--- config.mk ---
export PLATFORM = sky130hd
export DESIGN_NAME = ps2_rx_ctrl_flat
export DESIGN_NICKNAME = d
export VERILOG_FILES = /design/src/rtl/ps2_rx_ctrl_if.sv /design/src/rtl/ps2_rx_ctrl.sv /design/src/flat_wrapper.sv
export SDC_FILE = /design/constraint.sdc
export NUM_CORES = 1
export LEC_CHECK = 0
export BUFFER_PORTS_ARGS = -buffer_cell sky130_fd_sc_hd__buf_2
export CORE_UTILIZATION = 50
export DETAILED_ROUTE_END_ITERATION = 8
export PLACE_DENSITY = 0.78
export SYNTH_ARGS = -nofsm -noshare
export SYNTH_HDL_FRONTEND = slang
export SYNTH_SLANG_ARGS = --single-unit
--- constraint.sdc ---
create_clock -name clk_i -period 2.1 [get_ports clk_i]
set_input_delay 0.315 -clock clk_i [delete_from_list [all_inputs] [get_ports clk_i]]
set_output_delay 0.315 -clock clk_i [all_outputs]
set_load 0.05 [all_outputs]
--- src/rtl/ps2_rx_ctrl_if.sv ---
// Read-side bundle between the PS2 receive controller and the wishbone wrapper.
// The wrapper is the master (it pops); the receive controller is the slave.
interface ps2_rx_ctrl_if #(
   parameter int CNT_W = 3
);
   logic             rd_en;
   logic [7:0]       rd_data;
   logic [CNT_W-1:0] fifo_cnt;
   logic             busy;
   logic             interrupt;
   logic             intererr;
   logic [1:0]       err_code;

   modport master (output rd_en, input rd_data, fifo_cnt, busy, interrupt, intererr, err_code);
   modport slave  (input rd_en, output rd_data, fifo_cnt, busy, interrupt, intererr, err_code);
endinterface

--- src/rtl/ps2_rx_ctrl.sv ---
// PS2 receive sequencer: synchronise and filter the PS2 lines, decode 11-bit frames,
// and queue good scan codes in a show-ahead FIFO.
module ps2_rx_ctrl #(
   parameter int FILTER_LEN  = 8,
   parameter int TIMEOUT_CYC = 100000,
   parameter int FIFO_DEPTH  = 4,
   parameter int CNT_W       = $clog2(FIFO_DEPTH) + 1
) (
   input  logic         clk_i,
   input  logic         rst_ni,
   input  logic         ps2_clk_i,
   input  logic         ps2_dat_i,
   ps2_rx_ctrl_if.slave bus
);
   localparam int FW = $clog2(FILTER_LEN + 1);
   localparam int TW = $clog2(TIMEOUT_CYC + 1);
   localparam int PW = $clog2(FIFO_DEPTH);

   typedef enum logic [1:0] {IDLE, DATA, PARITY, STOP} state_e;

   state_e           state_q, state_d;
   logic [1:0]       clkSync_q, datSync_q;
   logic             filtClk_q, filtClk_d;
   logic [FW-1:0]    filtCnt_q, filtCnt_d;
   logic             fallEdge, bitIn;
   logic [2:0]       bitCnt_q, bitCnt_d;
   logic [7:0]       shift_q, shift_d;
   logic             parAcc_q, parAcc_d;
   logic             parBit_q, parBit_d;
   logic [TW-1:0]    timer_q, timer_d;
   logic             pushReq_q, pushReq_d;
   logic             frameErr;
   logic [1:0]       frameErrCode;

   logic [7:0]       mem_q [FIFO_DEPTH];
   logic [PW-1:0]    wrPtr_q, rdPtr_q, headNext;
   logic [CNT_W-1:0] cnt_q, cnt_d;
   logic [7:0]       rdData_q, rdData_d;
   logic             interrupt_q;
   logic             intererr_q, intererr_d;
   logic [1:0]       errCode_q, errCode_d;
   logic             doPop, doPush, overflow;

   // The filtered clock only follows the synchronised line after FILTER_LEN
   // consecutive disagreeing cycles; a falling edge is the cycle it flips to 0.
   always_comb begin
      filtClk_d = filtClk_q;
      filtCnt_d = '0;
      if (clkSync_q[1] != filtClk_q) begin
         if (filtCnt_q == FW'(FILTER_LEN - 1)) filtClk_d = clkSync_q[1];
         else filtCnt_d = filtCnt_q + FW'(1);
      end
      fallEdge = filtClk_q & ~filtClk_d;
      bitIn    = datSync_q[1];
   end

   always_ff @(posedge clk_i or negedge rst_ni) begin
      if (!rst_ni) begin
         clkSync_q <= 2'b11;
         datSync_q <= 2'b11;
         filtClk_q <= 1'b1;
         filtCnt_q <= '0;
      end else begin
         clkSync_q <= {clkSync_q[0], ps2_clk_i};
         datSync_q <= {datSync_q[0], ps2_dat_i};
         filtClk_q <= filtClk_d;
         filtCnt_q <= filtCnt_d;
      end
   end

   // Frame decoder; a falling edge in the same cycle as the timeout limit wins,
   // because every edge restarts the inactivity count.
   always_comb begin
      state_d      = state_q;
      bitCnt_d     = bitCnt_q;
      shift_d      = shift_q;
      parAcc_d     = parAcc_q;
      parBit_d     = parBit_q;
      timer_d      = '0;
      pushReq_d    = 1'b0;
      frameErr     = 1'b0;
      frameErrCode = 2'd0;
      if (state_q != IDLE && !fallEdge) begin
         if (timer_q == TW'(TIMEOUT_CYC - 1)) begin
            state_d      = IDLE;
            frameErr     = 1'b1;
            frameErrCode = 2'd2;
         end else begin
            timer_d = timer_q + TW'(1);
         end
      end
      if (fallEdge) begin
         case (state_q)
            IDLE: begin
               if (bitIn) begin
                  frameErr     = 1'b1;
                  frameErrCode = 2'd1;
               end else begin
                  state_d  = DATA;
                  bitCnt_d = 3'd0;
                  parAcc_d = 1'b0;
               end
            end
            DATA: begin
               shift_d  = {bitIn, shift_q[7:1]};
               parAcc_d = parAcc_q ^ bitIn;
               bitCnt_d = bitCnt_q + 3'd1;
               if (bitCnt_q == 3'd7) state_d = PARITY;
            end
            PARITY: begin
               parBit_d = bitIn;
               state_d  = STOP;
            end
            STOP: begin
               state_d = IDLE;
               if (!bitIn) begin
                  frameErr     = 1'b1;
                  frameErrCode = 2'd1;
               end else if (!(parAcc_q ^ parBit_q)) begin
                  frameErr     = 1'b1;
                  frameErrCode = 2'd0;
               end else begin
                  pushReq_d = 1'b1;
               end
            end
            default: state_d = IDLE;
         endcase
      end
   end

   always_ff @(posedge clk_i or negedge rst_ni) begin
      if (!rst_ni) begin
         state_q   <= IDLE;
         bitCnt_q  <= '0;
         shift_q   <= '0;
         parAcc_q  <= 1'b0;
         parBit_q  <= 1'b0;
         timer_q   <= '0;
         pushReq_q <= 1'b0;
      end else begin
         state_q   <= state_d;
         bitCnt_q  <= bitCnt_d;
         shift_q   <= shift_d;
         parAcc_q  <= parAcc_d;
         parBit_q  <= parBit_d;
         timer_q   <= timer_d;
         pushReq_q <= pushReq_d;
      end
   end

   // The byte still sits in shift_q during the push cycle, since no new data bit
   // can arrive within one cycle of the stop edge. A full FIFO accepts the push
   // only when a pop frees the head in the same cycle.
   always_comb begin
      doPop    = bus.rd_en && (cnt_q != '0);
      overflow = pushReq_q && (cnt_q == CNT_W'(FIFO_DEPTH)) && !doPop;
      doPush   = pushReq_q && !overflow;
      cnt_d    = cnt_q;
      if (doPush && !doPop) cnt_d = cnt_q + CNT_W'(1);
      else if (doPop && !doPush) cnt_d = cnt_q - CNT_W'(1);
      headNext = doPop ? rdPtr_q + PW'(1) : rdPtr_q;
      rdData_d = rdData_q;
      if ((cnt_q - CNT_W'(doPop)) != '0) rdData_d = mem_q[headNext];
      else if (doPush) rdData_d = shift_q;
      intererr_d = frameErr | overflow;
      errCode_d  = errCode_q;
      if (frameErr) errCode_d = frameErrCode;
      else if (overflow) errCode_d = 2'd3;
   end

   always_ff @(posedge clk_i) begin
      if (doPush) mem_q[wrPtr_q] <= shift_q;
   end

   always_ff @(posedge clk_i or negedge rst_ni) begin
      if (!rst_ni) begin
         wrPtr_q     <= '0;
         rdPtr_q     <= '0;
         cnt_q       <= '0;
         rdData_q    <= '0;
         interrupt_q <= 1'b0;
         intererr_q  <= 1'b0;
         errCode_q   <= 2'd0;
      end else begin
         if (doPush) wrPtr_q <= wrPtr_q + PW'(1);
         if (doPop) rdPtr_q <= rdPtr_q + PW'(1);
         cnt_q       <= cnt_d;
         rdData_q    <= rdData_d;
         interrupt_q <= (cnt_d != '0);
         intererr_q  <= intererr_d;
         errCode_q   <= errCode_d;
      end
   end

   assign bus.rd_data   = rdData_q;
   assign bus.fifo_cnt  = cnt_q;
   assign bus.busy      = (state_q != IDLE);
   assign bus.interrupt = interrupt_q;
   assign bus.intererr  = intererr_q;
   assign bus.err_code  = errCode_q;
endmodule

--- src/flat_wrapper.sv ---
// flat-port wrapper written by rule: the top's interface ports become plain ports
module ps2_rx_ctrl_flat 
#(
   parameter int FILTER_LEN  = 8,
   parameter int TIMEOUT_CYC = 100000,
   parameter int FIFO_DEPTH  = 4,
   parameter int CNT_W       = $clog2(FIFO_DEPTH) + 1
)
  (clk_i, rst_ni, ps2_clk_i, ps2_dat_i, bus_rd_en, bus_rd_data, bus_fifo_cnt, bus_busy, bus_interrupt, bus_intererr, bus_err_code);
  ps2_rx_ctrl_if #(.CNT_W(CNT_W)) bus_i ();
  input  logic clk_i;
  input  logic rst_ni;
  input  logic ps2_clk_i;
  input  logic ps2_dat_i;
  input wire logic [$bits(bus_i.rd_en)-1:0] bus_rd_en;
  output wire logic [$bits(bus_i.rd_data)-1:0] bus_rd_data;
  output wire logic [$bits(bus_i.fifo_cnt)-1:0] bus_fifo_cnt;
  output wire logic [$bits(bus_i.busy)-1:0] bus_busy;
  output wire logic [$bits(bus_i.interrupt)-1:0] bus_interrupt;
  output wire logic [$bits(bus_i.intererr)-1:0] bus_intererr;
  output wire logic [$bits(bus_i.err_code)-1:0] bus_err_code;
  assign bus_i.rd_en = bus_rd_en;
  assign bus_rd_data = bus_i.rd_data;
  assign bus_fifo_cnt = bus_i.fifo_cnt;
  assign bus_busy = bus_i.busy;
  assign bus_interrupt = bus_i.interrupt;
  assign bus_intererr = bus_i.intererr;
  assign bus_err_code = bus_i.err_code;
  ps2_rx_ctrl #(.FILTER_LEN(FILTER_LEN), .TIMEOUT_CYC(TIMEOUT_CYC), .FIFO_DEPTH(FIFO_DEPTH), .CNT_W(CNT_W)) u_core (.clk_i(clk_i), .rst_ni(rst_ni), .ps2_clk_i(ps2_clk_i), .ps2_dat_i(ps2_dat_i), .bus(bus_i));
endmodule
### After elaboration in Yosys (flattened, before gate mapping)

Memories as Yosys holds them, arrays and structs flattened.
Index checks and enable logic that the tools add are counted.

| cells by class | value |
|---|---|
| mux-type cells | 43 |
| eq/ne operators | 9 |
| reduce and logical (&&, ||, !) cells | 22 |
| $add $sub $neg | 8 |
| bitwise logic cells | 5 |

Operators by type and width:

| kind | count |
|---|---|
| 17-bit 2-to-1 mux | 2 |
| 2-bit 2-to-1 mux | 14 |
| 17-bit by 1-bit adder with 17-bit output (second input constant) | 1 |
| 17-bit == test (second input constant) | 1 |
| 8-bit 2-to-1 mux | 2 |
| 1-bit 2-to-1 mux | 15 |
| 3-bit 2-to-1 mux | 3 |
| 3-bit nonzero test | 3 |
| 4-bit 2-to-1 mux | 2 |
| 2-bit one-hot mux with 4 select lines | 1 |
| 2-bit nonzero test | 4 |
| 1-bit logical AND | 7 |
| 3-bit by 1-bit adder with 3-bit output (second input constant) | 2 |
| 3-bit == test (second input constant) | 2 |
| 3-bit one-hot mux with 2 select lines | 1 |
| 2-bit by 1-bit adder with 2-bit output (second input constant) | 2 |
| 4-bit by 1-bit adder with 4-bit output (second input constant) | 1 |
| 2-bit == test (second input constant) | 2 |
| 4-bit by 3-bit == test with 1-bit output (second input constant) | 1 |
| 1-bit logical NOT | 4 |
| 1-bit one-hot mux with 2 select lines | 2 |
| 2-bit one-hot mux with 2 select lines | 1 |
| 2-bit AND reduction | 2 |
| 3-bit AND reduction | 1 |
| 10 further kinds | 11 |

| storage, ports and cells | value |
|---|---|
| bits of input ports | 5 |
| output and inout port bits | 16 |
| bits in writable memories | 32 |
| flip-flop bits (word level) | 61 |
| logic and storage cells | 106 |
| memories | 1 |

Memories:

| memory | words | width | rd ports | clocked after memory_dff | wr ports | line | text |
|---|---|---|---|---|---|---|---|
| u_core.mem_q | 4 | 8 | 1 | 0 | 1 | ps2_rx_ctrl.sv:35 | `logic [7:0] mem_q [FIFO_DEPTH];` |

### Longest topological paths before layout

| depth | value |
|---|---|
| depth in word-level cells | 13 |
| depth in mapped cells | 13 |
| gate-level depth less buffers | 11 |

### Worst setup path after synthesis

OpenSTA, ideal clock, no wires.

| path | value |
|---|---|
| path kind | flip-flop to flip-flop |
| start point | register u_core.cnt_q[0], in the netlist u_core.bus.fifo_cnt[0] |
| end point | register u_core.rdData_q[6], in the netlist u_core.bus.rd_data[6] |
| slack | -487 ps |
| data required time | 1962 ps |
| stages on the path, launching flop included | 14 |
| clock period less this slack | 2587 ps |
| buffers on the path | 2 |
| library setup time | 138 ps |
| data arrival time | 2449 ps |
| path through | dfrtp_1 -> inv_1 -> ha_1 -> nand2b_4 -> nand2_1 -> inv_2 -> buf_2 -> ha_1 -> xnor2_1 -> nand3_1 -> and2_1 -> clkbuf_1 -> nand2_1 -> o211ai_1 |

| on the way | value |
|---|---|
| cells in the longest elaborated chain, start to end | 7 |
| elaborated cells between the ends (all ways) | 14 |
| classes of those cells | 1 x add/sub; 1 x eq/ne; 2 x mux; 9 x reduce/logical; 1 x memory |

Ends and longest elaborated chain:

| element | line | text |
|---|---|---|
| start: declaration | ps2_rx_ctrl.sv:37 | `logic [CNT_W-1:0] cnt_q, cnt_d;` |
| start signal: assignment | ps2_rx_ctrl.sv:187 | `cnt_q <= cnt_d;` |
| branches (longest 7 deep; another with 3-bit by 1-bit subtractor with 3-bit output) | -- |  |
| end signal: assignment | ps2_rx_ctrl.sv:188 | `rdData_q <= rdData_d;` |
| end: declaration | ps2_rx_ctrl.sv:38 | `logic [7:0] rdData_q, rdData_d;` |

Parallel ways; which one is timed is not known.
A chain may end at the register's enable or synchronous reset.

### Worst setup path after layout

| path | value |
|---|---|
| start point | register u_core.cnt_q[1], in the netlist u_core.bus.fifo_cnt[1] |
| end point | register u_core.interrupt_q, in the netlist u_core.bus.interrupt |

| on the way | value |
|---|---|
| cells in the longest elaborated chain, start to end | 11 |
| elaborated cells between the ends (all ways) | 16 |
| classes of those cells | 2 x add/sub; 1 x eq/ne; 2 x mux; 11 x reduce/logical |

Ends and longest elaborated chain:

| element | line | text |
|---|---|---|
| 3-bit nonzero test | ps2_rx_ctrl.sv:155 | `doPop = bus.rd_en && (cnt_q != '0);` |
| 1-bit logical AND | ps2_rx_ctrl.sv:155 |  |
| 1-bit logical NOT | ps2_rx_ctrl.sv:156, ps2_rx_ctrl.sv:159 |  |
| 1-bit logical AND | ps2_rx_ctrl.sv:156 | `overflow = pushReq_q && (cnt_q == CNT_W'(FIFO_DEPTH)) && !doPop;` |
| 1-bit logical NOT | ps2_rx_ctrl.sv:157 | `doPush = pushReq_q && !overflow;` |
| 1-bit logical AND | ps2_rx_ctrl.sv:157 |  |
| 1-bit logical NOT | ps2_rx_ctrl.sv:160 | `else if (doPop && !doPush) cnt_d = cnt_q - CNT_W'(1);` |
| 1-bit logical AND | ps2_rx_ctrl.sv:160 |  |
| 3-bit 2-to-1 mux | ps2_rx_ctrl.sv:160 |  |
| 3-bit 2-to-1 mux * | ps2_rx_ctrl.sv:159 | `if (doPush && !doPop) cnt_d = cnt_q + CNT_W'(1);` |
| net u_core.cnt_d[1] | ps2_rx_ctrl.sv:37 |  |
| 3-bit nonzero test * | ps2_rx_ctrl.sv:189 | `interrupt_q <= (cnt_d != '0);` |
| end signal: assignment | ps2_rx_ctrl.sv:189 |  |
| end: declaration | ps2_rx_ctrl.sv:39 | `logic interrupt_q;` |

The timed path passes the listed nets; every way through them passes the cells marked *.

==> metrics.cfg <==
[outcome]
outcome=complete, no violations

[global_route]
gr_util_all_layers_pct=19.70
vias_in_the_first_global_route=2918
pin_count_of_the_biggest_net_entering_global_routing=62
grt_overflow_total=0
grt_pass1_wl_um=13430
antenna_found_initial=0

[critical_path]
worst_ep_required_time_ns=2.34
crit_fanout=5
crit_path_end_kind=flip-flop
crit_path_kind=reg -> reg
path_cells=inv_4, ha_4, and4b_4, a21oi_2, mux2i_1, or3_4, or3_1
critPathLaunchType=flip-flop
worst-endpoint-arrival_ns=2.26
crit_path_top_delay_cell=sky130_fd_sc_hd__dfrtp_2
timing.critical_path.slowest_cell_delay_ns=0.45

[cts]
max-clock-path-buffers=2
cts_post_setup_buffers_inserted=0
clk_latency_ns=0.36
cts.clk_slew.worst_paths_ns=0.09
clock_tree.htree_level_count=3
cts_root_buf=sky130_fd_sc_hd__clkbuf_8
cts_num_sinks=93
tritoncts_clock_tree=done
cts_buffers=9

[logic_synthesis]
yosys.area_share.simple_pct=13.98
post_synth_xor_area_fraction_pct=4.566
syn_nets=376
post_synth_fa_ha_maj_area_fraction_pct=4.538
ys_warn_count=0
ys_types=47
largest_family_of_logic_cells_by_synthesized_area=simple AND/OR/NAND/NOR gates
synth_compound_gate_area_share_pct=6.239
yosys_top_cell_area_share_pct=31.76
ys_top_cells_by_area=sky130_fd_sc_hd__dfrtp_1 32%, sky130_fd_sc_hd__edfxtp_1 22%, sky130_fd_sc_hd__mux4_2 6.1%, sky130_fd_sc_hd__ha_1 4.5%, sky130_fd_sc_hd__mux2_2 3.1%
syn_avg_cell_area_sq_um=12.43
postSynth.topFlopCell=sky130_fd_sc_hd__dfrtp_1
synth_sequential_area_ratio_pct=56.52
post_syn_instances=355
syn_area_sq_mm=0.004412
yosys-mux-area-fraction_pct=11.91
netlist.top_cell.by_area=sky130_fd_sc_hd__dfrtp_1
synth_edf_count=32
async_reset_ff_share_pct=65.59
ys_seq_elements=93

[drt]
drt_drc_violations_left=0
vias_per_cell=5.685
highest_layer=met4
first_pass_iters=4
routed_wire_length_per_instance_um=16.12
wl_met3_um=288
wirelength_um=8026
postRouteAntennaNets=0
vias=2831
detailroute.wirelength.met2_um=4197
post_route_m1_wl_um=3436
drt_first_iter_violations=181

[floorplanning]
std_cell_rows=33
floorplan.core_area_sq_mm=0.008382
number_of_primary_i_o_pins=21
floorplan.die.height_um=95.94
die_x_um=95.94
die_ar_sq_mm=0.009204
floorplan.initialDensity_pct=52.63

[layout]
multi_input_area_sq_mm=0.001859
final_cell_mix=53 x sky130_fd_sc_hd__dfrtp_1, 32 x sky130_fd_sc_hd__nand2_1, 32 x sky130_fd_sc_hd__edfxtp_1, 25 x sky130_fd_sc_hd__nor2_1, 19 x sky130_fd_sc_hd__buf_2
drive_gt1_share_pct=23.92
layout_commonest_cell=sky130_fd_sc_hd__dfrtp_1
nFillCells=670
regArea_sq_mm=0.002497
area.growth.synth_to_final_pct=13.13
finish.net_count=409
antenna_cells_inserted=0

[sta]
final_period_util_pct=96.20
fmaxAchievable_mhz=495.0
worst_hold_slack_ns=0.05468
timing.setup.tns_ns=0
period_minus_slack_ns=2.020
final-setup-viol-count=0
max_slew_margin_pct=65.27
tightestPinTransition_ns=0.5170
fin_worst_skew_ns=0.01812
report.final.slew_viol_count=0
rsz0062_at_grt=no
hold_viol_final=0

[power_and_ir_drop]
leakage_nw=2.105
power.ir.vdd_worst_mv=0.6638
power_per_cell_area_mw_per_mm2=995.0

[placed_design]
hpwl_after_detailed_placement_um=5593
routabilityCongestion=0.8440
io_buffer_count=20

[flow_run]
cap_violations=0

[hold_path]
worst_min_delay_path_class=in -> reg

## power breakdown
| part | leakage [nW] | switching, mW | internal, mW | total (mW) |
|---|---|---|---|---|
| clock | 0.115 | 0.639 | 0.685 | 1.32 |
| combinational | 0.862 | 0.920 | 0.553 | 1.47 |
| sequential | 1.13 | 0.140 | 2.03 | 2.17 |
## worst max-delay path: cells and delay by family (launching register included)
family	cells	cell delay [ns]
DFF	1	0.45
AOI/OAI and AO/OA	1	0.05
muxes	1	0.14
adders and majority gates	1	0.17
buffers and inverters	1	0.10
and+or+nand+nor	3	1.00
## cells by family after synthesis
family                   Yosys count
AND/OR/NAND/NOR                  120
flip-flops                        93
AO/OA/AOI/OAI                     42
multiplexers                      36
buffers and inverters             25
XOR/XNOR                          23
adder cells (fa/ha/maj)           16
## state kept, by name, indices dropped and copies added (netlist names), 2 cells and up
signal	count
u_core.shift_q	8
u_core.mem_q	32
u_core.bus.fifo_cnt	3
u_core.clkSync_q	2
u_core.filtCnt_q	4
u_core.state_q	2
u_core.datSync_q	2
u_core.wrPtr_q	2
u_core.rdPtr_q	2
u_core.bus.rd_data	8
u_core.timer_q	17
u_core.bus.err_code	2
u_core.bitCnt_q	3
## synthesized netlist by cell type, drive strengths merged (2+ instances only)
cell type,n
nor4,3
a31oi,4
buf,4
o31ai,2
xor2,10
edfxtp,32
nor3b,6
o211ai,8
clkbuf,8
a21oi,8
nand2,33
nand3,13
nor2,25
dfrtp,56
xnor2,13
ha,16
o21ai,11
and3,12
dfstp,5
nor2b,3
o32ai,2
mux2,12
inv,13
nand4,5
mux4,12
nor3,7
nand2b,2
mux2i,12
or3,2
and2,3
## layer usage
layer / up-vias / GRT usage [%]
met1: 1409 / 23.32
met3: 11 / 4.423
met2: 51 / 35.54
li1: 1360 / -
met5: - / 0
met4: 0 / 6.219
## area by class of cell
class | instances | area share [%]
timing repair buffer | 34 | 4.462
tap | 105 | 2.632
sequential | 93 | 50.04
clock inverter | 7 | 2.006
clock buffer | 9 | 2.482
inverter | 13 | 1.128
multi-input combinational | 237 | 37.25
## what timing repair did
item | in CTS | in global routing
hold endpoints to repair | 56 | 0
resized for setup | 0 | 2
setup endpoints to repair | 0 | 1
hold buffers | 1 | 0
## stage by stage
stage / area [sq um] / setup WS [ns] / utilization (%) / instances / power [mW]
floorplan: 4471 / 0.02310 / - / 355 / 3.326
global placement: 4755 / 0.1564 / 56.72 / 481 / 3.645
detailed placement: 4755 / 0.1091 / 56.72 / 481 / 3.702
CTS: 4989 / 0.04108 / 59.52 / 498 / 5.032
global route: 4991 / 0.01478 / 59.55 / 498 / 5.226
finish: 4991 / 0.07979 / 59.55 / 498 / 4.966
## final timing paths
check	from	end	slack, ns	cells after the start
setup reg to reg	u_core.bus.fifo_cnt[1]	u_core.bus.interrupt	0.08	7
hold reg to reg	u_core.datSync_q[0]	u_core.datSync_q[1]	0.35	0
hold / removal	ps2_clk_i	u_core.clkSync_q[0]	0.05	1
max in group asynchronous	rst_ni	u_core.datSync_q[0]	1.29	3
setup / recovery	u_core.bus.fifo_cnt[1]	u_core.bus.interrupt	0.08	7
min in group asynchronous	rst_ni	u_core.bus.rd_data[6]	0.47	3
(Power assumes the default switching activity.)
